$ cat src/rtl/alu_rf_sequencer.sv
// alu_rf_sequencer
//   Command-driven load/execute engine wrapped around a 4-entry register file
//   and a 32-bit ALU. Each accepted command is either a load-immediate
//   (IDLE -> WRITE) or an ALU operation Rdst <- Rsrc1 op Rsrc2
//   (IDLE -> READ -> EXEC -> WRITE). Results and flags are kept for software,
//   an overflow sticky bit collects ALU overflows and a counter tracks
//   completed commands.
//
// Ports
//   clk, rst                    clock, synchronous active-high reset
//   cmd_valid / cmd_ready       command handshake (ready only in IDLE)
//   cmd_type                    0 = load immediate, 1 = ALU op
//   cmd_src1/src2/dst, cmd_op   register addresses and ALU control code
//   cmd_imm, cmd_nowb           load immediate, ALU writeback suppression
//   rf_addr1/2/3, rf_data3      regfile read/write addresses and write data
//   rf_wr                       regfile write enable (one cycle, WRITE only)
//   alu_control                 ALU control code
//   alu_result/zero/overflow    combinational ALU outputs
//   done                        one-cycle completion pulse
//   res_data/zero/overflow      last result and flags
//   sticky_ovf, clr_sticky      accumulated overflow flag and its clear
//   ops_done                    completed-command counter (wraps)
module alu_rf_sequencer #(
   parameter int DATA_W = 32,
   parameter int ADDR_W = 2,
   parameter int CNT_W  = 16
) (
   input  logic              clk,
   input  logic              rst,
   input  logic              cmd_valid,
   output logic              cmd_ready,
   input  logic              cmd_type,
   input  logic [ADDR_W-1:0] cmd_src1,
   input  logic [ADDR_W-1:0] cmd_src2,
   input  logic [ADDR_W-1:0] cmd_dst,
   input  logic [2:0]        cmd_op,
   input  logic [DATA_W-1:0] cmd_imm,
   input  logic              cmd_nowb,
   output logic [ADDR_W-1:0] rf_addr1,
   output logic [ADDR_W-1:0] rf_addr2,
   output logic [ADDR_W-1:0] rf_addr3,
   output logic [DATA_W-1:0] rf_data3,
   output logic              rf_wr,
   output logic [2:0]        alu_control,
   input  logic [DATA_W-1:0] alu_result,
   input  logic              alu_zero,
   input  logic              alu_overflow,
   output logic              done,
   output logic [DATA_W-1:0] res_data,
   output logic              res_zero,
   output logic              res_overflow,
   output logic              sticky_ovf,
   input  logic              clr_sticky,
   output logic [CNT_W-1:0]  ops_done
);

   typedef enum logic [1:0] {IDLE, READ, EXEC, WRITE} state_t;

   state_t              state_q, state_d;
   logic                type_q, type_d;
   logic                nowb_q, nowb_d;
   logic [ADDR_W-1:0]   addr1_q, addr1_d;
   logic [ADDR_W-1:0]   addr2_q, addr2_d;
   logic [ADDR_W-1:0]   addr3_q, addr3_d;
   logic [2:0]          ctrl_q, ctrl_d;
   logic [DATA_W-1:0]   data3_q, data3_d;
   logic [DATA_W-1:0]   res_data_q, res_data_d;
   logic                res_zero_q, res_zero_d;
   logic                res_ovf_q, res_ovf_d;
   logic                sticky_q, sticky_d;
   logic [CNT_W-1:0]    cnt_q, cnt_d;

   always_ff @(posedge clk) begin
      if (rst) begin
         state_q    <= IDLE;
         type_q     <= 1'b0;
         nowb_q     <= 1'b0;
         addr1_q    <= '0;
         addr2_q    <= '0;
         addr3_q    <= '0;
         ctrl_q     <= '0;
         data3_q    <= '0;
         res_data_q <= '0;
         res_zero_q <= 1'b0;
         res_ovf_q  <= 1'b0;
         sticky_q   <= 1'b0;
         cnt_q      <= '0;
      end else begin
         state_q    <= state_d;
         type_q     <= type_d;
         nowb_q     <= nowb_d;
         addr1_q    <= addr1_d;
         addr2_q    <= addr2_d;
         addr3_q    <= addr3_d;
         ctrl_q     <= ctrl_d;
         data3_q    <= data3_d;
         res_data_q <= res_data_d;
         res_zero_q <= res_zero_d;
         res_ovf_q  <= res_ovf_d;
         sticky_q   <= sticky_d;
         cnt_q      <= cnt_d;
      end
   end

   always_comb begin
      state_d    = state_q;
      type_d     = type_q;
      nowb_d     = nowb_q;
      addr1_d    = addr1_q;
      addr2_d    = addr2_q;
      addr3_d    = addr3_q;
      ctrl_d     = ctrl_q;
      data3_d    = data3_q;
      res_data_d = res_data_q;
      res_zero_d = res_zero_q;
      res_ovf_d  = res_ovf_q;
      sticky_d   = sticky_q;
      cnt_d      = cnt_q;

      case (state_q)
         IDLE: begin
            if (cmd_valid) begin
               type_d  = cmd_type;
               // nowb only has meaning for ALU ops; a load always writes
               nowb_d  = cmd_type & cmd_nowb;
               addr1_d = cmd_src1;
               addr2_d = cmd_src2;
               addr3_d = cmd_dst;
               ctrl_d  = cmd_op;
               if (cmd_type) begin
                  state_d = READ;
               end else begin
                  data3_d = cmd_imm;
                  state_d = WRITE;
               end
            end
         end
         READ: begin
            // one cycle for the regfile read and ALU to settle on the latched addresses
            state_d = EXEC;
         end
         EXEC: begin
            data3_d    = alu_result;
            res_data_d = alu_result;
            res_zero_d = alu_zero;
            res_ovf_d  = alu_overflow;
            state_d    = WRITE;
         end
         WRITE: begin
            cnt_d = cnt_q + CNT_W'(1);
            if (!type_q) begin
               res_data_d = data3_q;
               res_zero_d = 1'b0;
               res_ovf_d  = 1'b0;
            end
            state_d = IDLE;
         end
         default: state_d = IDLE;
      endcase

      // a fresh overflow capture outranks a clear requested in the same cycle
      if (state_q == EXEC && alu_overflow) begin
         sticky_d = 1'b1;
      end else if (clr_sticky) begin
         sticky_d = 1'b0;
      end
   end

   // rst gates the handshake and write strobe so that a command caught by
   // reset can neither be accepted nor land in the register file
   assign cmd_ready    = (state_q == IDLE) && !rst;
   assign rf_wr        = (state_q == WRITE) && !nowb_q && !rst;
   assign done         = (state_q == WRITE) && !rst;
   assign rf_addr1     = addr1_q;
   assign rf_addr2     = addr2_q;
   assign rf_addr3     = addr3_q;
   assign rf_data3     = data3_q;
   assign alu_control  = ctrl_q;
   assign res_data     = res_data_q;
   assign res_zero     = res_zero_q;
   assign res_overflow = res_ovf_q;
   assign sticky_ovf   = sticky_q;
   assign ops_done     = cnt_q;

endmodule

$ cat config.mk
export PLATFORM = sky130hd
export DESIGN_NAME = alu_rf_sequencer
export DESIGN_NICKNAME = d
export VERILOG_FILES = /design/src/rtl/alu_rf_sequencer.sv
export SDC_FILE = /design/constraint.sdc
export NUM_CORES = 1
export LEC_CHECK = 0
export CORE_ASPECT_RATIO = 0.7
export CORE_MARGIN = 2
export CORE_UTILIZATION = 46
export DETAILED_ROUTE_END_ITERATION = 10
export HOLD_SLACK_MARGIN = 0.1
export PLACE_DENSITY = 0.85
export SYNTH_ARGS = -nofsm -noshare
export SYNTH_HDL_FRONTEND = slang
export SYNTH_SLANG_ARGS = --single-unit
export TNS_END_PERCENT = 5
$ cat constraint.sdc
create_clock -name clk -period 2.6 [get_ports clk]
set_input_delay 0.52 -clock clk [delete_from_list [all_inputs] [get_ports clk]]
set_output_delay 0.52 -clock clk [all_outputs]
set_load 0.005 [all_outputs]
== After elaboration in Yosys (flattened, before gate mapping) ==
Index checks and enable logic that the tools add are counted.

* Add/sub/neg operators: 1
* Equality and inequality tests: 6
* Muxes and demuxes: 13
* Bitwise gates (word level): 1
* Reduce and logical (&&, ||, !) cells: 14

{| class="wikitable"
|+ Operators by type and width
! cell !! count
|-
| one-hot mux 32 bit (2 select lines) || 2
|-
| two-way mux 32 bit || 3
|-
| adder 16 x 1 -> 16 bit (second input constant) || 1
|-
| one-hot mux 2 bit (4 select lines) || 1
|-
| != test 2 bit (second input constant) || 3
|-
| nonzero test 2 bit || 3
|-
| logical AND 1 bit || 5
|-
| == test 2 bit (second input constant) || 2
|-
| two-way mux 2 bit || 2
|-
| one-hot mux 1 bit (2 select lines) || 2
|-
| AND reduction 2 bit || 2
|-
| two-way mux 1 bit || 3
|-
| AND reduction 3 bit || 1
|-
| == test 2 x 1 -> 1 bit (second input constant) || 1
|-
| logical NOT 1 bit || 2
|-
| logical NOT 2 bit || 1
|-
| AND 1 bit || 1
|}

* Bits in registers: 96
* Input bits: 81
* Output and inout port bits: 95
* Word-level logic and storage cells: 48

== Logic depth before layout (Yosys ltp) ==
Gate-level depths: netlist of the first run.

* Word-level depth: 3
* Gate-level depth with buffers: 8
* Depth with buffers taken out: 6

== Worst setup path after synthesis of the first run ==
OpenSTA, ideal clock, no wires.

* Path type: reg-to-output
* From: register state_q[1]
* To: output rf_wr
* Data arrival time: 1.142 ns
* Required time: 2.080 ns
* Setup slack: 0.938 ns
* Stages on the path, launching flop included: 5
* Path buffers: 1
* Cell sequence: dfxtp_1 ha_1 buf_2 nor2b_1 nor2b_1

* Word-level cells in the longest chain between the ends: 3

{| class="wikitable"
|+ Ends and longest elaborated chain
! what !! RTL line !! RTL
|-
| start: declaration || 59 || <nowiki>state_t state_q, state_d;</nowiki>
|-
| start signal: assignment || 89 || <nowiki>state_q <= state_d;</nowiki>
|-
| == test 2 bit || 172 || <nowiki>assign rf_wr = (state_q == WRITE) && !nowb_q && !rst;</nowiki>
|-
| logical AND 1 bit (2 in series) || 172 ||
|-
| end: declaration || 43 || <nowiki>output logic rf_wr,</nowiki>
|}

Every way passes these cells.

== Worst setup path after layout of the first run ==
* From: register state_q[0]
* To: output cmd_ready

* Word-level cells in the longest chain between the ends: 2

{| class="wikitable"
|+ Ends and longest elaborated chain
! what !! RTL line !! RTL
|-
| logical NOT 2 bit || 171 || <nowiki>assign cmd_ready = (state_q == IDLE) && !rst;</nowiki>
|-
| logical AND 1 bit || 171 ||
|-
| end: declaration || 31 || <nowiki>output logic cmd_ready,</nowiki>
|}

Every way passes these cells.

==> impl_metrics.tcl, run 1 <==
set metrics [dict create \
    synth_cell_type_count 34 \
    grtUsageTotal 0.233 \
    num_vias 3909 \
    die_x_um 118 \
    timing.final.crit_share 0.875 \
    crit_chain "inv_1 -> ha_1 -> nor2b_1 -> clkdlybuf4s50_1" \
    drt-total-wl_um 11500 \
    period_minus_slack_ps 2270 \
    critPathTopFamily "buffers and inverters" \
    reg2reg_depth 6 \
    cts_sinks 96 \
    peakVddDrop_v 0.000493 \
    grt_max_degree 82 \
    fin_hold_ws_ps 467 \
    power_density_nw_per_um2 918 \
    cap_violations 0 \
    async_flop_share 0 \
    avgSynthCellArea_um2 9.29 \
    wl_per_cell_um 15.4 \
    root_buffer "clkbuf_16" \
    clock_path_buffers 2 \
    first_pass_iters 4 \
    fp.dieArea_um2 9960 \
    io_pins 176 \
    startpoint "state_q[0]" \
    final_nets 701 \
    power.leakage_nw 2.22 \
    stdcell_count 744 \
    htree_levels 3 \
    relSlewSlack 0.448 \
    path_depth 4 \
    grt_pass1_vias 3873 \
    core_area_um2 9000 \
    numCtsBuffers 9 \
    yosys_warnings 0 \
    diodes 0 \
    synth_area_um2 4220 \
    crit_fanout 6 \
    synthCells 454 \
    finClkSkew_ps 6.56 \
    die_y_um 84.1 \
    grt_pass1_wl_um 19000 \
    synth_edf_count 0 \
    cts_tree "built" \
    io_buffers 175 \
    syn_to_final_growth_pct 51.2 \
    status "finished clean" \
    start_util 0.469 \
    drt-initial-drc-count 188 \
    rsz0062_at_grt "false" \
    min_path_cells 2 \
    syn_nets 540 \
    setup_viol 0 \
    crit_slowest_cell "clkdlybuf4s50_1" \
    dp_hpwl_um 8290 \
    drc 0 \
    yosysSeqAreaShare 0.456 \
    clk_latency_ps 340 \
    reg2reg_from "state_q[0]" \
    path_clk_slew_ps 60 \
    place_inst 728 \
    criticalPathCategory "reg -> out" \
    max_slew.worst_pin.slew_ps 828 \
    ys_ff_latch 96 \
    cts_hold_buf 0 \
    cts_setup_buffers 0 \
    grt_antenna_before_repair 0 \
    hold_path_class "reg -> reg" \
    min_from "rf_addr3[0]" \
    hold_viol_final 0 \
    routabilityCongestion 0.773 \
    end_kind "output pin" \
    max_freq_ghz 0.440 \
    cts_resized 0 \
    timing.setup.tns_ps 0 \
    maxSlewViolCount 0 \
    routed_via_density 5.25 \
    start_kind "flop" \
    path_buf_inv 2 \
    drive_gt1_frac 0.0548 \
    crit_required_ps 2080 \
    ant_nets 0 \
    row_count 29 \
    grt-ovfl-total 0 \
    arrival_ps 1750 \
    ys.flop_type "dfxtp_1" \
    slowest_delay_ps 520 \
]
power by group:
| part | internal [W] | total [W] | switching (W) |
|---|---|---|---|
| registers | 0.00186 | 0.00211 | 0.000253 |
| clock network | 0.000868 | 0.00140 | 0.000527 |
| logic | 0.00128 | 0.00235 | 0.00107 |
| total | 0.00401 | 0.00586 | 0.00185 |
sequential cells by signal (all words and copies together), names as in the netlist:
| signal | count |
|---|---|
| alu_control | 3 |
| nowb_q | 1 |
| ops_done | 16 |
| res_data | 32 |
| res_overflow | 1 |
| res_zero | 1 |
| rf_addr1 | 2 |
| rf_addr2 | 2 |
| rf_addr3 | 2 |
| rf_data3 | 32 |
| state_q | 2 |
| sticky_ovf | 1 |
| type_q | 1 |
per-layer routing:
metal,track usage,share of wire,vias to the layer above
met5,0,0,-
met4,0.0779,0.015,0
met3,0.0779,0.065,15
met2,0.396,0.49,122
met1,0.279,0.43,1834
li1,-,-,1938
placed cells by master (no fill, tap or decap), types with 2 or more instances in the layout:
master / count
buf_4: 9
inv_1: 4
a21oi_1: 15
clkbuf_16: 9
nand2_1: 28
nand3_1: 6
and4_1: 2
a211oi_1: 66
nor3_1: 3
ha_1: 3
clkbuf_1: 3
dfxtp_1: 96
mux2_2: 3
ha_2: 2
a31oi_1: 2
nand2b_1: 4
mux2i_1: 67
bufinv_16: 2
xnor2_1: 4
nor2_1: 85
nor2b_1: 7
xor2_1: 6
clkdlybuf4s50_1: 174
nand4_1: 5
through the flow:
step,worst slack (ps),util,cell area (µm²),power (W)
2_1_floorplan,938,-,4220,0.00332
4_1_cts,294,0.709,6380,0.00591
5_1_grt,230,0.709,6380,0.00623
3_5_place_dp,378,0.674,6060,0.00450
6_report,326,0.709,6380,0.00586
3_3_place_gp,462,0.674,6060,0.00440
worst register-to-register path, cell delays in order (launching register included):
cell and delay [ps]:
dfxtp_1 360, inv_1 100, ha_1 290, o21ai_4 600
buf_4 330, nor2_1 70, a211oi_1 250
cell type report:
class	instances	area (µm²)
timing repair buffer	184	1830
clock buffer	13	250
multi-input combinational	319	2140
clock inverter	3	65.1
tap	124	155
fill	722	2620
inverter	5	18.8
sequential	96	1920
Yosys cell counts (all sizes together), types with 4 or more instances:
| master | instances | share of area |
|---|---|---|
| a21oi | 15 | 0.018 |
| nor2b | 7 | 0.010 |
| xnor2 | 4 | 0.0083 |
| clkbuf | 17 | 0.015 |
| a211oi | 66 | 0.12 |
| nand4 | 6 | 0.010 |
| nand3 | 6 | 0.0071 |
| mux2i | 68 | 0.16 |
| ha | 5 | 0.015 |
| buf | 17 | 0.021 |
| nand2b | 4 | 0.0059 |
| dfxtp | 96 | 0.46 |
| xor2 | 6 | 0.012 |
| nand2 | 28 | 0.025 |
| nor2 | 85 | 0.076 |
| inv | 5 | 0.0044 |
path summary, 6_finish.rpt:
kind / to / slack (ps)
setup / recovery: cmd_ready / 330
hold / removal: rf_addr3[0] / 470
setup reg to reg: rf_data3[4] / 510
hold reg to reg: rf_addr3[0] / 470
cells by family (layout without fill, tap and decap cells):
family	after synthesis	count (layout)	share of synthesized area
AND/OR/NAND/NOR	147	147	0.152
flip-flops	96	96	0.456
AO/OA/AOI/OAI	86	86	0.144
multiplexers	71	71	0.172
buffers and inverters	39	205	0.0403
XOR/XNOR	10	10	0.0208
adder cells (fa/ha/maj)	5	5	0.0148
Power figures use the tool's default switching activity.
==> inputs of run 2 (changes only) <==
--- a/config.mk
+++ b/config.mk
@@ -6,7 +6,7 @@
 export NUM_CORES = 1
 export LEC_CHECK = 0
 export CORE_ASPECT_RATIO = 0.7
-export CORE_MARGIN = 2
+export CORE_MARGIN = 4
 export CORE_UTILIZATION = 46
 export DETAILED_ROUTE_END_ITERATION = 10
 export HOLD_SLACK_MARGIN = 0.1
==> run 2 against run 1 <==
Against the previous run:
- final cell count shrank 0.67%
- clock-buffer cell count unchanged
- critical endpoint is now rf_wr
- first-iteration DRC count fell by 30%
- register-to-register slack better by 70 ps
- largest cell class unchanged
==> impl_metrics.tcl, run 2 (same netlist as run 1, synthesis figures left out) <==
set metrics [dict create \
    grt_pass1_wl_um 19400 \
    period_minus_slack_ps 2410 \
    relSlewSlack 0.502 \
    slowest_delay_ps 500 \
    finClkSkew_ps 3.65 \
    grtUsageTotal 0.227 \
    wl_per_cell_um 16.6 \
    gr-usage-met3 0.0794 \
    path_clk_slew_ps 60 \
    clk_latency_ps 330 \
    max_slew.worst_pin.slew_ps 746 \
    die_y_um 88.1 \
    drt-total-wl_um 12200 \
    dp_hpwl_um 8820 \
    power_density_nw_per_um2 923 \
    cts_setup_buffers 0 \
    diodes 0 \
    timing.final.crit_share 0.926 \
    ant_nets 0 \
    p_sw_w 0.00188 \
    drive_gt1_frac 0.0533 \
    start_util 0.485 \
    critPathTopFamily "buffers and inverters" \
    dp_worst_setup_slack_ps 514 \
    maxSlewViolCount 0 \
    clock_path_buffers 2 \
    switching_share 0.319 \
    drc 0 \
    grt-ovfl-total 0 \
    crit_required_ps 2080 \
    grt_use_met1 0.270 \
    end_kind "output pin" \
    grt_antenna_before_repair 0 \
    first_pass_iters 4 \
    power.leakage_nw 2.22 \
    grt.met2_usage 0.399 \
    crit_fanout 5 \
    fp.dieArea_um2 10800 \
    fin_ws_ps 192 \
    arrival_ps 1890 \
    multiInputGateArea_um2 2140 \
    p_comb_frac 0.401 \
    peakVddDrop_v 0.000516 \
    grt_pass1_vias 3983 \
    final_nets 700 \
    syn_to_final_growth_pct 50.9 \
    path_buf_inv 1 \
    cts_sinks 96 \
    root_buffer "clkbuf_16" \
    cts_resized 0 \
    io_pins 176 \
    numCtsBuffers 9 \
    criticalPathCategory "reg -> out" \
    drt-initial-drc-count 132 \
    fill_cells 698 \
    io_buffers 175 \
    cts_tree "built" \
    start_kind "flop" \
    seqPwrFrac 0.360 \
    cts_hold_buf 0 \
    crit_chain "ha_2 -> nor2b_1 -> nor2b_1 -> clkdlybuf4s50_1" \
    regArea_um2 1920 \
    cap_violations 0 \
    core_area_um2 8690 \
    hold_path_class "reg -> reg" \
    internal_power_w 0.00400 \
    hold_viol_final 0 \
    grt_max_degree 72 \
    final_common_cell "clkdlybuf4s50_1" \
    timing.setup.tns_ps 0 \
    routabilityCongestion 0.760 \
    num_vias 3942 \
    rsz0062_at_grt "false" \
    htree_levels 3 \
    max_freq_ghz 0.415 \
    gr-max-usage-layer "met2" \
    clockPowerShare 0.239 \
    status "finished clean" \
    crit_slowest_cell "clkdlybuf4s50_1" \
    die_x_um 122 \
    post-route-util 0.733 \
    routed_via_density 5.33 \
    layout_common_cells "clkdlybuf4s50_1, dfxtp_1, nor2_1, mux2i_1, a211oi_1" \
    row_count 28 \
    path_common_cell "nor2b_1" \
    setup_viol 0 \
]
## run 2: tightest hold or removal path, cell delays in order, from the launching register on
cell and delay [ps]:
dfxtp_1 310, nand2_1 50, a21oi_1 50
## run 2: final timing paths
path | slack, ps | cells after the start | start | endpoint
worst max-delay path | 190 | 4 | state_q[1] | rf_wr
worst min-delay path | 460 | 2 | rf_addr1[0] | rf_addr1[0]
worst max register to register | 580 | 7 | state_q[0] | rf_data3[20]
worst min register to register | 460 | 2 | rf_addr1[0] | rf_addr1[0]
## run 2: final cells by class
cell class / count / area share
Timing Repair Buffer: 183 / 0.286
Tap cell: 120 / 0.0236
Clock inverter: 3 / 0.0102
Sequential cell: 96 / 0.302
Inverter: 5 / 0.00295
Clock buffer: 13 / 0.0393
Multi-Input combinational cell: 319 / 0.336
## run 2: stage by stage
step	cells	hold WS, ps	cell area (µm²)	power [W]
6_report	739	462	6370	0.00588
5_1_grt	739	474	6370	0.00625
4_1_cts	739	463	6370	0.00593
3_5_place_dp	723	450	6050	0.00451
3_3_place_gp	723	441	6050	0.00441
2_1_floorplan	454	432	4220	0.00332
## run 2: routing by layer
| metal | share of wire | vias up |
|---|---|---|
| met5 | 0 | - |
| met3 | 0.075 | 8 |
| li1 | - | 1936 |
| met2 | 0.48 | 138 |
| met1 | 0.44 | 1860 |
| met4 | 0.0061 | 0 |
## run 2: power by group through the flow
| stage | sequential, W | clock (W) | combinational, W |
|---|---|---|---|
| global route | 0.00217 | 0.00150 | 0.00257 |
| floorplan | 0.00214 | 0 | 0.00118 |
| detailed placement | 0.00214 | 0 | 0.00237 |
| global placement | 0.00212 | 0 | 0.00229 |
| CTS | 0.00212 | 0.00143 | 0.00238 |
| finish | 0.00212 | 0.00140 | 0.00236 |
